### src/rtl/mem_arb_pkg.sv
// Shared definitions for the instruction/data memory arbiter.
//   state_t  : arbiter FSM states (IDLE, BUS_I, BUS_D, RESP)
//   grant_t  : which requester owns the memory port (GNT_I fetch, GNT_D data)
//   FETCH_BE : byte enables driven for every instruction fetch
package mem_arb_pkg;

  typedef enum logic [1:0] {
    IDLE  = 2'd0,
    BUS_I = 2'd1,
    BUS_D = 2'd2,
    RESP  = 2'd3
  } state_t;

  typedef enum logic {
    GNT_I = 1'b0,
    GNT_D = 1'b1
  } grant_t;

  localparam logic [3:0] FETCH_BE = 4'b1111;

  // Round-robin pick when both requesters are pending: the one not served last.
  function automatic grant_t rr_pick(input grant_t last_grant);
    return (last_grant == GNT_I) ? GNT_D : GNT_I;
  endfunction

endpackage

### src/rtl/mem_arb_timer.sv
// Bus wait counter for the memory arbiter.
//   clk, reset : clock and synchronous active-high reset
//   clear      : zero the counter (new bus transaction starts)
//   count_en   : this cycle is a bus cycle without bus_ack
//   expired    : this is the MAX_WAIT-th unacknowledged bus cycle; the
//                arbiter abandons the transaction at the end of it
module mem_arb_timer #(
  parameter int MAX_WAIT = 255
) (
  input  logic clk,
  input  logic reset,
  input  logic clear,
  input  logic count_en,
  output logic expired
);

  localparam int CW = (MAX_WAIT < 2) ? 1 : $clog2(MAX_WAIT + 1);

  logic [CW-1:0] count;

  always_ff @(posedge clk) begin
    if (reset || clear) begin
      count <= '0;
    end else if (count_en) begin
      count <= count + CW'(1);
    end
  end

  // count holds the number of waiting cycles already elapsed, so the
  // current cycle is number count+1; expiry fires on cycle MAX_WAIT so
  // bus_req stays high for exactly MAX_WAIT cycles.
  assign expired = count_en && (count == CW'(MAX_WAIT - 1));

endmodule

### src/rtl/mem_arbiter.sv
// Arbiter sharing one memory port between instruction fetch and data access.
//   clk, reset        : clock, synchronous active-high reset
//   if_req/if_addr    : fetch request (level) and byte address
//   if_rdata/if_ack   : fetched word and one-cycle completion pulse
//   dm_req/we/be/addr/wdata : data request (level) and store fields
//   dm_rdata/dm_ack   : load data and one-cycle completion pulse
//   bus_req/we/be/addr/wdata : registered memory request
//   bus_rdata/bus_ack : memory response (ack may coincide with first bus_req cycle)
//   mem_stall         : pipeline stall while any request is unanswered
//   arb_err           : pulses with the ack of a timed-out transaction
//   dbg_state         : current FSM state
//
// Handshake: a requester raises req with stable fields and holds it until
// its ack pulse; the cycle carrying ack also carries valid rdata. On the
// memory side bus_req and all bus fields stay constant from issue until the
// cycle in which bus_ack is seen (or the wait limit is reached).
module mem_arbiter
  import mem_arb_pkg::*;
#(
  parameter int MAX_WAIT = 255
) (
  input  logic        clk,
  input  logic        reset,
  input  logic        if_req,
  input  logic [31:0] if_addr,
  output logic [31:0] if_rdata,
  output logic        if_ack,
  input  logic        dm_req,
  input  logic        dm_we,
  input  logic [3:0]  dm_be,
  input  logic [31:0] dm_addr,
  input  logic [31:0] dm_wdata,
  output logic [31:0] dm_rdata,
  output logic        dm_ack,
  output logic        bus_req,
  output logic        bus_we,
  output logic [3:0]  bus_be,
  output logic [31:0] bus_addr,
  output logic [31:0] bus_wdata,
  input  logic [31:0] bus_rdata,
  input  logic        bus_ack,
  output logic        mem_stall,
  output logic        arb_err,
  output state_t      dbg_state
);

  state_t state, state_next;
  grant_t grant, grant_next;
  grant_t last_grant;

  logic start;      // IDLE hands the port to grant_next this cycle
  logic finish;     // bus transaction ends this cycle (ack or timeout)
  logic timeout;    // ... and it ended by timeout
  logic in_bus;
  logic gnt_req;    // live request level of the current owner
  logic keep;       // owner has held req for the whole transaction so far
  logic deliver;    // owner still wants the result at finish
  logic expired;

  assign in_bus    = (state == BUS_I) || (state == BUS_D);
  assign gnt_req   = (grant == GNT_I) ? if_req : dm_req;
  // A requester that lets go of req (pipeline flush) forfeits the result,
  // even if it raises req again before the bus completes.
  assign deliver   = keep && gnt_req;
  assign mem_stall = (if_req & ~if_ack) | (dm_req & ~dm_ack);
  assign dbg_state = state;

  mem_arb_timer #(
    .MAX_WAIT (MAX_WAIT)
  ) u_timer (
    .clk      (clk),
    .reset    (reset),
    .clear    (start),
    .count_en (in_bus && !bus_ack),
    .expired  (expired)
  );

  // Next-state and control decode.
  always_comb begin
    state_next = state;
    grant_next = grant;
    start      = 1'b0;
    finish     = 1'b0;
    timeout    = 1'b0;
    case (state)
      IDLE: begin
        if (if_req && dm_req) begin
          grant_next = rr_pick(last_grant);
        end else if (dm_req) begin
          grant_next = GNT_D;
        end else if (if_req) begin
          grant_next = GNT_I;
        end
        if (if_req || dm_req) begin
          start      = 1'b1;
          state_next = (grant_next == GNT_I) ? BUS_I : BUS_D;
        end
      end
      BUS_I, BUS_D: begin
        // A real ack in the final allowed cycle still wins over the timeout.
        if (bus_ack) begin
          finish     = 1'b1;
          state_next = RESP;
        end else if (expired) begin
          finish     = 1'b1;
          timeout    = 1'b1;
          state_next = RESP;
        end
      end
      RESP: begin
        state_next = IDLE;
      end
      default: begin
        state_next = IDLE;
      end
    endcase
  end

  // State register plus registered bus and response datapath.
  always_ff @(posedge clk) begin
    if (reset) begin
      state      <= IDLE;
      grant      <= GNT_I;
      last_grant <= GNT_I;
      keep       <= 1'b0;
      bus_req    <= 1'b0;
      bus_we     <= 1'b0;
      bus_be     <= '0;
      bus_addr   <= '0;
      bus_wdata  <= '0;
      if_rdata   <= '0;
      dm_rdata   <= '0;
      if_ack     <= 1'b0;
      dm_ack     <= 1'b0;
      arb_err    <= 1'b0;
    end else begin
      state   <= state_next;
      if_ack  <= 1'b0;
      dm_ack  <= 1'b0;
      arb_err <= 1'b0;

      if (start) begin
        grant   <= grant_next;
        keep    <= 1'b1;
        bus_req <= 1'b1;
        if (grant_next == GNT_D) begin
          bus_we    <= dm_we;
          bus_be    <= dm_be;
          bus_addr  <= dm_addr;
          bus_wdata <= dm_wdata;
        end else begin
          bus_we    <= 1'b0;
          bus_be    <= FETCH_BE;
          bus_addr  <= if_addr;
          bus_wdata <= '0;
        end
      end

      if (in_bus) begin
        keep <= deliver;
      end

      if (finish) begin
        bus_req <= 1'b0;
        if (deliver) begin
          arb_err <= timeout;
          if (grant == GNT_I) begin
            if_ack   <= 1'b1;
            if_rdata <= timeout ? 32'h0 : bus_rdata;
          end else begin
            dm_ack   <= 1'b1;
            dm_rdata <= timeout ? 32'h0 : bus_rdata;
          end
        end
      end

      if (state == RESP) begin
        last_grant <= grant;
      end
    end
  end

endmodule

### config.mk
export PLATFORM = sky130hd
export DESIGN_NAME = mem_arbiter
export DESIGN_NICKNAME = d
export VERILOG_FILES = /design/src/rtl/mem_arb_pkg.sv /design/src/rtl/mem_arb_timer.sv /design/src/rtl/mem_arbiter.sv
export SDC_FILE = /design/constraint.sdc
export NUM_CORES = 1
export LEC_CHECK = 0
export ABC_AREA = 1
export BUFFER_PORTS_ARGS = -buffer_cell sky130_fd_sc_hd__buf_4
export CORE_MARGIN = 5
export CORE_UTILIZATION = 48
export DETAILED_ROUTE_END_ITERATION = 6
export PLACE_DENSITY = 0.84
export RECOVER_POWER = 50
export SLEW_MARGIN = 10
export SYNTH_ARGS = -nofsm -noshare
export SYNTH_HDL_FRONTEND = slang
export SYNTH_SLANG_ARGS = --single-unit
### constraint.sdc
create_clock -name clk -period 2.2 [get_ports clk]
set_input_delay 0.55 -clock clk [delete_from_list [all_inputs] [get_ports clk]]
set_output_delay 0.55 -clock clk [all_outputs]
set_load 0.01 [all_outputs]
==> flow_summary.yaml <==
outcome:
  status: "completed"
finish:
  area_delta_synth_final_pct: 35.75
  nets: 1396
  drive_above_1_share_pct: 15.63
  finalInstanceArea_um2: 8823
  finalNonFillerCells: 1443
  n_antenna_cell: 0
  final_util_pct: 66.63
placement:
  placed_area_um2: 8698
  io_buffers: 277
  routabilityCongestion: 0.8658
  dp_hpwl_um: 13810
  dp.cells: 1411
floorplanning:
  die_w_um: 126.4
  dieArea_um2: 15970
  row_count: 42
  die_h_um: 126.4
  core_area_um2: 13240
  start_util_pct: 49.08
  pin_count: 278
detailed_routing:
  vias: 6716
  vias_per_cell: 4.654
  dr.first_iter.drc_count: 497
  routedWlPerCell_um: 13.35
  drc: 0
  dr.pass1.iters: 7
  wl_um: 19260
  ant_nets: 0
clocking:
  cts_made_buffers: 17
  clock-sinks: 150
  postCtsHoldBufs: 0
  htree_levels: 4
  clk_latency_ns: 0.42
  cts_buffer_depth: 2
  cts_tree: "yes"
  clkTransAtPathRegs_ns: 0.06
  post_cts_resized: 0
  cts_setup_buffers: 0
  root_buffer: "clkbuf_16"
synthesis:
  synthTopCellsByCount: "nand2_1 (410), dfxtp_1 (150), nor2_1 (150)"
  syn_nets: 1139
  yosysSeqAreaShare_pct: 46.20
  ys_ff_latch: 150
  yosys_warnings: 0
  yosysTopAreaCellShare_pct: 46.20
  ys_types: 24
  avgSynthCellArea_um2: 6.520
  synth_area_leaders: "dfxtp_1 (46%), nand2_1 (24%), nor2_1 (8.7%)"
  synth_cells: 997
  synth_edf_count: 0
  synthArstFlopShare_pct: 0
  synth.most_common_cell: "nand2_1"
  yosys_most_used_dff: "dfxtp_1"
  synth.largest_area_cell: "dfxtp_1"
  syn-cell-area_um2: 6500
sta:
  slew-limit-headroom_pct: 64.99
  tightest_slew_ns: 0.5238
  fin_crit_sh_pct: 84.44
  finalSetupViolCount: 0
  skew_ns: 0.006908
  drv_slew: 0
  fin_hold_ws_ns: 0.3452
  fin_crit_ns: 1.858
  hold_viol_final: 0
  tns_ns: 0
  rsz0062_at_grt: "no"
  fmax_mhz: 538.3
global_routing:
  track_usage_pct: 23.43
  grt_pass1_vias: 6221
  grt_max_degree: 66
  grt_pass1_wl_um: 30530
  grt-ovfl-total: 0
  antenna_found_initial: 0
critical_path:
  setup.worst_path.end_class: "register"
  r2r_start: "dbg_state[0]$_SDFFE_PP0P_"
  worstPathMaxFanout: 65
  endpoint: "bus_addr[30]$_SDFFE_PP0P_"
  rr_endpoint: "bus_addr[30]$_SDFFE_PP0P_"
  ff2ff_path_depth: 8
  crit_start: "dbg_state[0]$_SDFFE_PP0P_"
  r2r_slack_ns: 0.34
  path_class: "reg2reg"
  start_kind: "register"
  cp.arrival_ns: 2.22
  cp.required_ns: 2.56
run:
  max_cap_violations: 0
min_path:
  min_path_type: "in2reg"
  worstHoldStart: "dm_wdata[6]"
power:
  ir_drop_uv: 714.9
  leakagePower_nw: 4.759
  power.density_nw_per_um2: 1104
[kinds of logic (layout without fill, tap and decap cells)]
kind of cell	count (synthesis)	count (layout)	synth area share, %
fa+ha+maj	4	4	0.7700
flops	150	150	46.20
simple gates	648	648	39.87
compound gates	24	24	1.867
buf+inv	171	441	11.30
[worst min path at each step]
stage / end / slack, ns / cells after the start
floorplan: u_timer.count[7]$_SDFFE_PP0P_ / 0.44 / 2
global placement: bus_wdata[25]$_SDFFE_PP0P_ / 0.44 / 2
detailed placement: bus_wdata[11]$_SDFFE_PP0P_ / 0.44 / 2
CTS: bus_wdata[6]$_SDFFE_PP0P_ / 0.33 / 3
global route: bus_wdata[9]$_SDFFE_PP0P_ / 0.33 / 3
finish: bus_wdata[6]$_SDFFE_PP0P_ / 0.35 / 3
[stage by stage]
| stage | power, mW | setup WS (ns) |
|---|---|---|
| after CTS | 10.25 | 0.3428 |
| after floorplan | 5.463 | 0.4997 |
| after global placement | 6.974 | 0.3413 |
| final | 9.740 | 0.3423 |
| after detailed placement | 7.023 | 0.2997 |
| after global routing | 10.35 | 0.1399 |
[layer usage]
| layer | track usage, % | routed length [µm] | share of wire [%] | vias up |
|---|---|---|---|---|
| li1 | - | - | - | 3471 |
| met1 | 27.77 | 7895 | 41 | 2977 |
| met2 | 39.35 | 9415 | 49 | 244 |
| met3 | 8.869 | 1653 | 8.6 | 24 |
| met4 | 7.445 | 298 | 1.5 | 0 |
| met5 | 0 | 0 | 0 | - |
[flip-flops by register name, indices dropped and copies added (netlist names)]
name	flops
arb_err	1
bus_be	4
bus_we	1
dm_ack	1
grant	1
bus_req	1
keep	1
bus_addr	32
u_timer.count	8
if_ack	1
if_rdata	32
last_grant	1
dm_rdata	32
bus_wdata	32
dbg_state	2
[critical path, stage by stage (launching register included)]
cell,delay [ns]
dfxtp_1,0.35
inv_1,0.07
ha_1,0.27
nand2_1,0.20
inv_1,0.20
nor2_4,0.20
buf_12,0.29
nand2_1,0.11
nand2_1,0.08
[cells in the final DEF, fill, tap and decap left out, types with 2 or more instances in the layout]
master and count:
a21oi_1 12, buf_12 6, buf_4 143, bufinv_16 5, clkbuf_1 141, clkbuf_16 17, clkinv_4 3, clkinvlp_4 4
dfxtp_1 150, ha_1 4, inv_1 116, inv_2 3, inv_6 2, nand2_1 411, nand2_2 3, nand3_1 70
nor2_1 149, nor2_2 2, nor2_4 4, nor3_1 2, o21ai_0 10, or2_2 3
[cell type report]
| class | count | area, µm² |
|---|---|---|
| clock buffer | 18 | 429.2 |
| clock inverter | 14 | 224.0 |
| fill | 1224 | 4419 |
| inverter | 120 | 451.7 |
| multi-input combinational | 676 | 2776 |
| sequential | 150 | 3003 |
| tap | 176 | 220.2 |
| timing repair buffer | 289 | 1719 |
[where the power goes]
group | internal (mW) | switching (mW)
Clock | 2.02 | 1.18
Combinational | 1.01 | 1.95
Sequential | 3.27 | 0.304
Power figures use the tool's default switching activity.
